`src/rtl/dmem_pkg.sv`:
```
// dmem_pkg: shared encodings for the sized MEM-stage data memory.
//   - access size encodings (SZ_B, SZ_H, SZ_W; 2'b11 is handled as a word)
//   - clearing/run state enum for the top-level sequencer
package dmem_pkg;

    localparam logic [1:0] SZ_B = 2'b00;
    localparam logic [1:0] SZ_H = 2'b01;
    localparam logic [1:0] SZ_W = 2'b10;

    typedef enum logic {
        ST_CLEAR,
        ST_RUN
    } dmem_state_e;

endpackage

```
`src/rtl/dmem_lane_fmt.sv`:
```
// dmem_lane_fmt: combinational lane formatter shared by the store and load paths.
// Ports:
//   size_i[1:0]        access size (byte/half/word, 2'b11 = word)
//   offset_i[1:0]      byte offset within the word (addr[1:0])
//   unsigned_ld_i      1 = zero-extend loads, 0 = sign-extend
//   store_data_i[31:0] right-justified store data
//   load_word_i[31:0]  word read from the array
//   byte_en_o[3:0]     per-lane store enables
//   store_lane_o[31:0] store data replicated onto its target lanes
//   load_ext_o[31:0]   extracted and extended load result
// Halfword uses only offset_i[1]; word ignores offset_i, so low bits are
// effectively forced aligned. Misalignment policy lives in the top.
module dmem_lane_fmt
    import dmem_pkg::*;
(
    input  logic [1:0]  size_i,
    input  logic [1:0]  offset_i,
    input  logic        unsigned_ld_i,
    input  logic [31:0] store_data_i,
    input  logic [31:0] load_word_i,
    output logic [3:0]  byte_en_o,
    output logic [31:0] store_lane_o,
    output logic [31:0] load_ext_o
);

    logic [7:0]  ld_byte;
    logic [15:0] ld_half;

    always_comb begin
        unique case (offset_i)
            2'd0:    ld_byte = load_word_i[7:0];
            2'd1:    ld_byte = load_word_i[15:8];
            2'd2:    ld_byte = load_word_i[23:16];
            default: ld_byte = load_word_i[31:24];
        endcase
        ld_half = offset_i[1] ? load_word_i[31:16] : load_word_i[15:0];
    end

    always_comb begin
        byte_en_o    = 4'b0000;
        store_lane_o = '0;
        load_ext_o   = '0;
        case (size_i)
            SZ_B: begin
                byte_en_o    = 4'b0001 << offset_i;
                store_lane_o = {4{store_data_i[7:0]}};
                load_ext_o   = {{24{ld_byte[7] & ~unsigned_ld_i}}, ld_byte};
            end
            SZ_H: begin
                byte_en_o    = offset_i[1] ? 4'b1100 : 4'b0011;
                store_lane_o = {2{store_data_i[15:0]}};
                load_ext_o   = {{16{ld_half[15] & ~unsigned_ld_i}}, ld_half};
            end
            default: begin
                byte_en_o    = 4'b1111;
                store_lane_o = store_data_i;
                load_ext_o   = load_word_i;
            end
        endcase
    end

endmodule

```
`src/rtl/data_mem_sized.sv`:
```
// data_mem_sized: single-ported MEM-stage data memory with byte/half/word
// access, sign/zero-extended registered loads and a post-reset clearing pass.
// Ports:
//   clk, rst_n            clock, asynchronous active-low reset
//   mem_read, mem_write   load / store request (both high = store only)
//   size[1:0]             00 byte, 01 half, 10/11 word
//   unsigned_ld           zero-extend loads when 1
//   addr[31:0]            byte address, aliases modulo 4*DEPTH
//   write_data[31:0]      right-justified store data
//   read_data[31:0]       load result, 0 unless rd_valid
//   rd_valid              load data strobe, one cycle after the request
//   ready                 0 while the array is being cleared
//   misalign              misaligned-access strobe, same timing as rd_valid
// Build option: define DMEM_MISALIGN_TRAP_EN to flag and suppress misaligned
// halfword/word accesses; otherwise low address bits are forced aligned.
module data_mem_sized
    import dmem_pkg::*;
#(
    parameter int unsigned DEPTH = 64
) (
    input  logic        clk,
    input  logic        rst_n,
    input  logic        mem_read,
    input  logic        mem_write,
    input  logic [1:0]  size,
    input  logic        unsigned_ld,
    input  logic [31:0] addr,
    input  logic [31:0] write_data,
    output logic [31:0] read_data,
    output logic        rd_valid,
    output logic        ready,
    output logic        misalign
);

    localparam int unsigned IDX_W = $clog2(DEPTH);
    localparam logic [IDX_W-1:0] LAST_IDX = IDX_W'(DEPTH - 1);

    logic [31:0]      mem_q [DEPTH];
    dmem_state_e      state_q;
    logic [IDX_W-1:0] clr_cnt_q;
    logic             ready_q;
    logic             rd_valid_q;
    logic [31:0]      read_data_q;
    logic             misalign_q;

    logic [IDX_W-1:0] word_idx;
    logic [1:0]       offset;
    logic             ld_acc;
    logic             st_acc;
    logic             mis;
    logic [3:0]       byte_en;
    logic [31:0]      store_lane;
    logic [31:0]      load_ext;
    logic             unused_addr;

    assign word_idx    = addr[IDX_W+1:2];
    assign offset      = addr[1:0];
    assign unused_addr = ^addr[31:IDX_W+2];

    // A simultaneous read+write is a store only.
    assign st_acc = ready_q & mem_write;
    assign ld_acc = ready_q & mem_read & ~mem_write;

`ifdef DMEM_MISALIGN_TRAP_EN
    always_comb begin
        case (size)
            SZ_B:    mis = 1'b0;
            SZ_H:    mis = offset[0];
            default: mis = (offset != 2'b00);
        endcase
    end
`else
    assign mis = 1'b0;
`endif

    dmem_lane_fmt u_lane_fmt (
        .size_i        (size),
        .offset_i      (offset),
        .unsigned_ld_i (unsigned_ld),
        .store_data_i  (write_data),
        .load_word_i   (mem_q[word_idx]),
        .byte_en_o     (byte_en),
        .store_lane_o  (store_lane),
        .load_ext_o    (load_ext)
    );

    // Sequencer and registered outputs. Reset drops any in-flight load strobe.
    always_ff @(posedge clk or negedge rst_n) begin
        if (!rst_n) begin
            state_q     <= ST_CLEAR;
            clr_cnt_q   <= '0;
            ready_q     <= 1'b0;
            rd_valid_q  <= 1'b0;
            read_data_q <= '0;
            misalign_q  <= 1'b0;
        end else begin
            rd_valid_q  <= ld_acc;
            read_data_q <= (ld_acc && !mis) ? load_ext : '0;
            misalign_q  <= (ld_acc || st_acc) && mis;
            case (state_q)
                ST_CLEAR: begin
                    clr_cnt_q <= clr_cnt_q + 1'b1;
                    if (clr_cnt_q == LAST_IDX) begin
                        state_q <= ST_RUN;
                        ready_q <= 1'b1;
                    end
                end
                ST_RUN: ;
                default: state_q <= ST_CLEAR;
            endcase
        end
    end

    // Array has no reset; the clearing pass zeroes it one word per cycle.
    always_ff @(posedge clk) begin
        if (state_q == ST_CLEAR) begin
            mem_q[clr_cnt_q] <= '0;
        end else if (st_acc && !mis) begin
            for (int i = 0; i < 4; i++) begin
                if (byte_en[i]) begin
                    mem_q[word_idx][8*i +: 8] <= store_lane[8*i +: 8];
                end
            end
        end
    end

    assign read_data = read_data_q;
    assign rd_valid  = rd_valid_q;
    assign ready     = ready_q;
    assign misalign  = misalign_q;

endmodule
```
`config.mk`:
```
export PLATFORM = sky130hd
export DESIGN_NAME = data_mem_sized
export DESIGN_NICKNAME = d
export VERILOG_FILES = /design/src/rtl/dmem_pkg.sv /design/src/rtl/dmem_lane_fmt.sv /design/src/rtl/data_mem_sized.sv
export SDC_FILE = /design/constraint.sdc
export NUM_CORES = 2
export LEC_CHECK = 0
export BUFFER_PORTS_ARGS = -buffer_cell sky130_fd_sc_hd__buf_2
export CAP_MARGIN = 10
export CORE_AREA = 2 2 370 372
export DETAILED_ROUTE_END_ITERATION = 7
export DIE_AREA = 0 0 372 374
export PLACE_DENSITY_LB_ADDON = 0.1
export SLEW_MARGIN = 10
export SYNTH_ARGS = -nofsm -noshare
export SYNTH_HDL_FRONTEND = slang
export SYNTH_SLANG_ARGS = --single-unit
```
`constraint.sdc`:
```
create_clock -name clk -period 5.1 [get_ports clk]
set_input_delay 1.02 -clock clk [delete_from_list [all_inputs] [get_ports clk]]
set_output_delay 1.02 -clock clk [all_outputs]
set_load 0.01 [all_outputs]
```
==> impl_metrics.py <==
metrics = {
    "place": {
        "place.detailed.hpwl_um": 134000,
        "placed_cells": 5744,
        "gp_congestion": 0.988,
        "placed_cell_area_um2": 86500,
        "pre_cts_ws_ps": 209,
        "numPortBuffers": 80,
    },
    "power": {
        "vdd_ir_drop_max_mv": 0.351,
        "p_leak_nw": 24.8,
        "power_density_nw_per_um2": 364,
    },
    "worst_setup_path": {
        "end_kind": "flip-flop",
        "critPathKind": "in -> reg",
        "cp-start-kind": "input pin",
        "cp_data_arrival_time_ps": 4820,
        "cp_max_fo": 37,
        "crit_required_ps": 5790,
    },
    "cts": {
        "clk_pin_slew_ps": 60,
        "cts_max_path_buffers": 3,
        "cts_num_sinks": 2089,
        "cts_buffers": 199,
        "cts.htree.levels": 4,
        "cts_resized": 0,
        "post_cts_buffers": 0,
        "cts_tree": "done",
        "clk_latency_ps": 830,
        "hold_buffers": 0,
        "root_buffer": "clkbuf_16",
    },
    "outcome": {
        "status": "finished clean",
    },
    "detailed_routing": {
        "drt_iter0_drc": 6205,
        "wl_per_cell_um": 34.0,
        "firstDrtPassIters": 6,
        "vias_per_cell": 6.76,
        "drc_errors": 0,
        "ant_nets": 0,
        "dr_total_vias": 41353,
        "wirelength_um": 208000,
    },
    "finish": {
        "multi_input_area_um2": 18400,
        "layout-area-overhead-vs-synth_pct": 13.5,
        "fin_nets": 4238,
        "layout.cells.non_filler": 6120,
        "final_cell_area_um2": 93000,
        "regArea_um2": 62500,
        "fillCellCount": 8140,
        "drive_gt1_share_pct": 31.8,
    },
    "synthesis": {
        "synthDistinctLibCells": 62,
        "synth.most_common_cell": "edfxtp_1",
        "syn_inst": 3746,
        "synth_seq_area_share_pct": 76.3,
        "synth_top_cell_by_area": "edfxtp_1",
        "synth_edf_count": 2048,
        "yosys_warnings": 0,
        "async_flop_share_pct": 1.96,
        "avgSynthCellArea_um2": 21.9,
        "netlist.area_leader.share_pct": 75.1,
        "synth_fp_nets": 3818,
        "ys.flop_type": "edfxtp_1",
        "ys_top_cells_by_area": "edfxtp_1, mux4_2, nor2_1, dfrtp_1, mux2i_1",
        "synth_common_cells": "edfxtp_1, mux4_2, nor2_1, nand2_1, mux2i_1",
        "synth-seq-cells": 2089,
        "syn_area_um2": 81900,
    },
    "timing": {
        "slew_headroom_pct": 7.30,
        "tightest_slew_ps": 1390,
        "setup-tns-final_ps": 0,
        "fin_ws_ps": 974,
        "fmax_ghz": 0.242,
        "fin_crit_sh_pct": 80.9,
        "rsz0062_at_grt": "false",
        "hold_viol_final": 0,
        "skew_ps": 22.0,
        "fin_crit_ps": 4130,
        "finalSetupViolCount": 0,
        "slew_violations": 0,
        "hold_slack_ps": 373,
    },
    "min_path": {
        "worst_hold_path_type": "in -> async",
    },
    "floorplanning": {
        "initial_core_util_pct": 60.7,
        "core_um2": 135000,
        "pin_count": 106,
        "die-area_um2": 139000,
        "die_w_um": 372,
        "die_y_um": 374,
        "rows": 135,
    },
    "global_route": {
        "grt_pass1_vias": 41488,
        "grt_pass1_wl_um": 298000,
        "grt_overflow": 0,
        "antenna_found_initial": 10,
        "track_usage_pct": 30.6,
        "grt_max_degree": 69,
    },
    "flow_run": {
        "cap_violations": 0,
    },
}
[cells by family after synthesis]
family | Yosys count | share of synthesized area [%]
compound gates | 176 | 1.42
xor+xnor | 5 | 0.0535
fa+ha+maj | 1 | 0.0153
buf+inv | 224 | 1.54
flops | 2089 | 76.3
mux | 706 | 17.8
other cells | 1 | 0.00458
simple gates | 544 | 2.82
[final cells by class]
type                    instances  share of cell area [%]
well taps                    1781                    2.40
clock buffers                 247                    5.63
clock inverters               124                    1.23
inverters                       6                  0.0242
flip-flops and latches       2089                    67.2
multi-input cells            1433                    19.8
diodes                          3                 0.00807
repair buffers                437                    3.63
[worst paths after layout]
check	from	end	slack (ps)	cells past startpoint
worst max-delay path	addr[2]	read_data[26]$_DFF_PN0_	970	13
worst max register to register	state_q$_DFF_PN0_	mem_q[60][21]$_DFFE_PP_	1140	7
worst min-delay path	rst_n	rd_valid$_DFF_PN0_	370	1
min in group clk	clr_cnt_q[2]$_DFFE_PN0N_	clr_cnt_q[2]$_DFFE_PN0N_	560	1
worst min register to register	clr_cnt_q[2]$_DFFE_PN0N_	clr_cnt_q[2]$_DFFE_PN0N_	560	1
max in group asynchronous	rst_n	read_data[8]$_DFF_PN0_	3970	1
[worst max-delay path, stage by stage]
cell and delay (ps):
buf_8 410, buf_12 310, buf_12 270, mux4_2 530, mux2_2 330, nand2_1 100
o211ai_1 110, a311oi_1 760, buf_4 250, a31oi_1 150, nand3_1 120, buf_4 260
nand2_1 100
[layer usage]
metal / global-route usage (%) / wire, um / up-vias
met5: 0 / 70 / -
met1: 44.1 / 78600 / 21913
li1: - / - / 16540
met3: 9.50 / 26100 / 365
met2: 45.5 / 97300 / 2523
met4: 9.55 / 6170 / 12
[through the flow]
stage | utilization [%] | power, mW
4_1_cts | 68.8 | 34.0
6_report | 68.9 | 33.9
3_5_place_dp | 64.1 | 19.8
2_1_floorplan | - | 19.5
3_3_place_gp | 64.1 | 19.8
5_1_grt | 68.9 | 34.7
[sequential cells by signal, summed over array words and instances (netlist names)]
register   flops
read_data     32
rd_valid       1
state_q        1
clr_cnt_q      6
mem_q       2048
ready          1
[cell usage in the layout, fill, tap and decap left out, types with 6 or more instances in the layout]
| cell type | n |
|---|---|
| a31oi_1 | 17 |
| nand2_1 | 120 |
| o21ai_0 | 10 |
| nor3_1 | 23 |
| o21ai_1 | 8 |
| clkbuf_16 | 201 |
| clkinv_1 | 48 |
| dfrtp_1 | 41 |
| clkbuf_1 | 43 |
| mux2i_1 | 91 |
| nor2_4 | 16 |
| bufinv_16 | 17 |
| buf_4 | 339 |
| nor2b_1 | 10 |
| nor2_1 | 278 |
| mux2_2 | 14 |
| nand2_2 | 6 |
| o211ai_1 | 8 |
| a21oi_4 | 8 |
| edfxtp_1 | 2048 |
| a22oi_1 | 51 |
| nand2b_1 | 9 |
| buf_12 | 19 |
| buf_2 | 75 |
| clkinv_2 | 40 |
| mux4_2 | 596 |
| nand3_1 | 32 |
| a21oi_1 | 35 |
[report_power, final]
group / switching (mW) / internal (mW) / total, mW
combinational: 0.559 / 0.336 / 0.895
sequential: 0 / 18.6 / 18.6
clock: 6.26 / 8.17 / 14.4
Note: power is estimated with default switching activity, not from simulation.
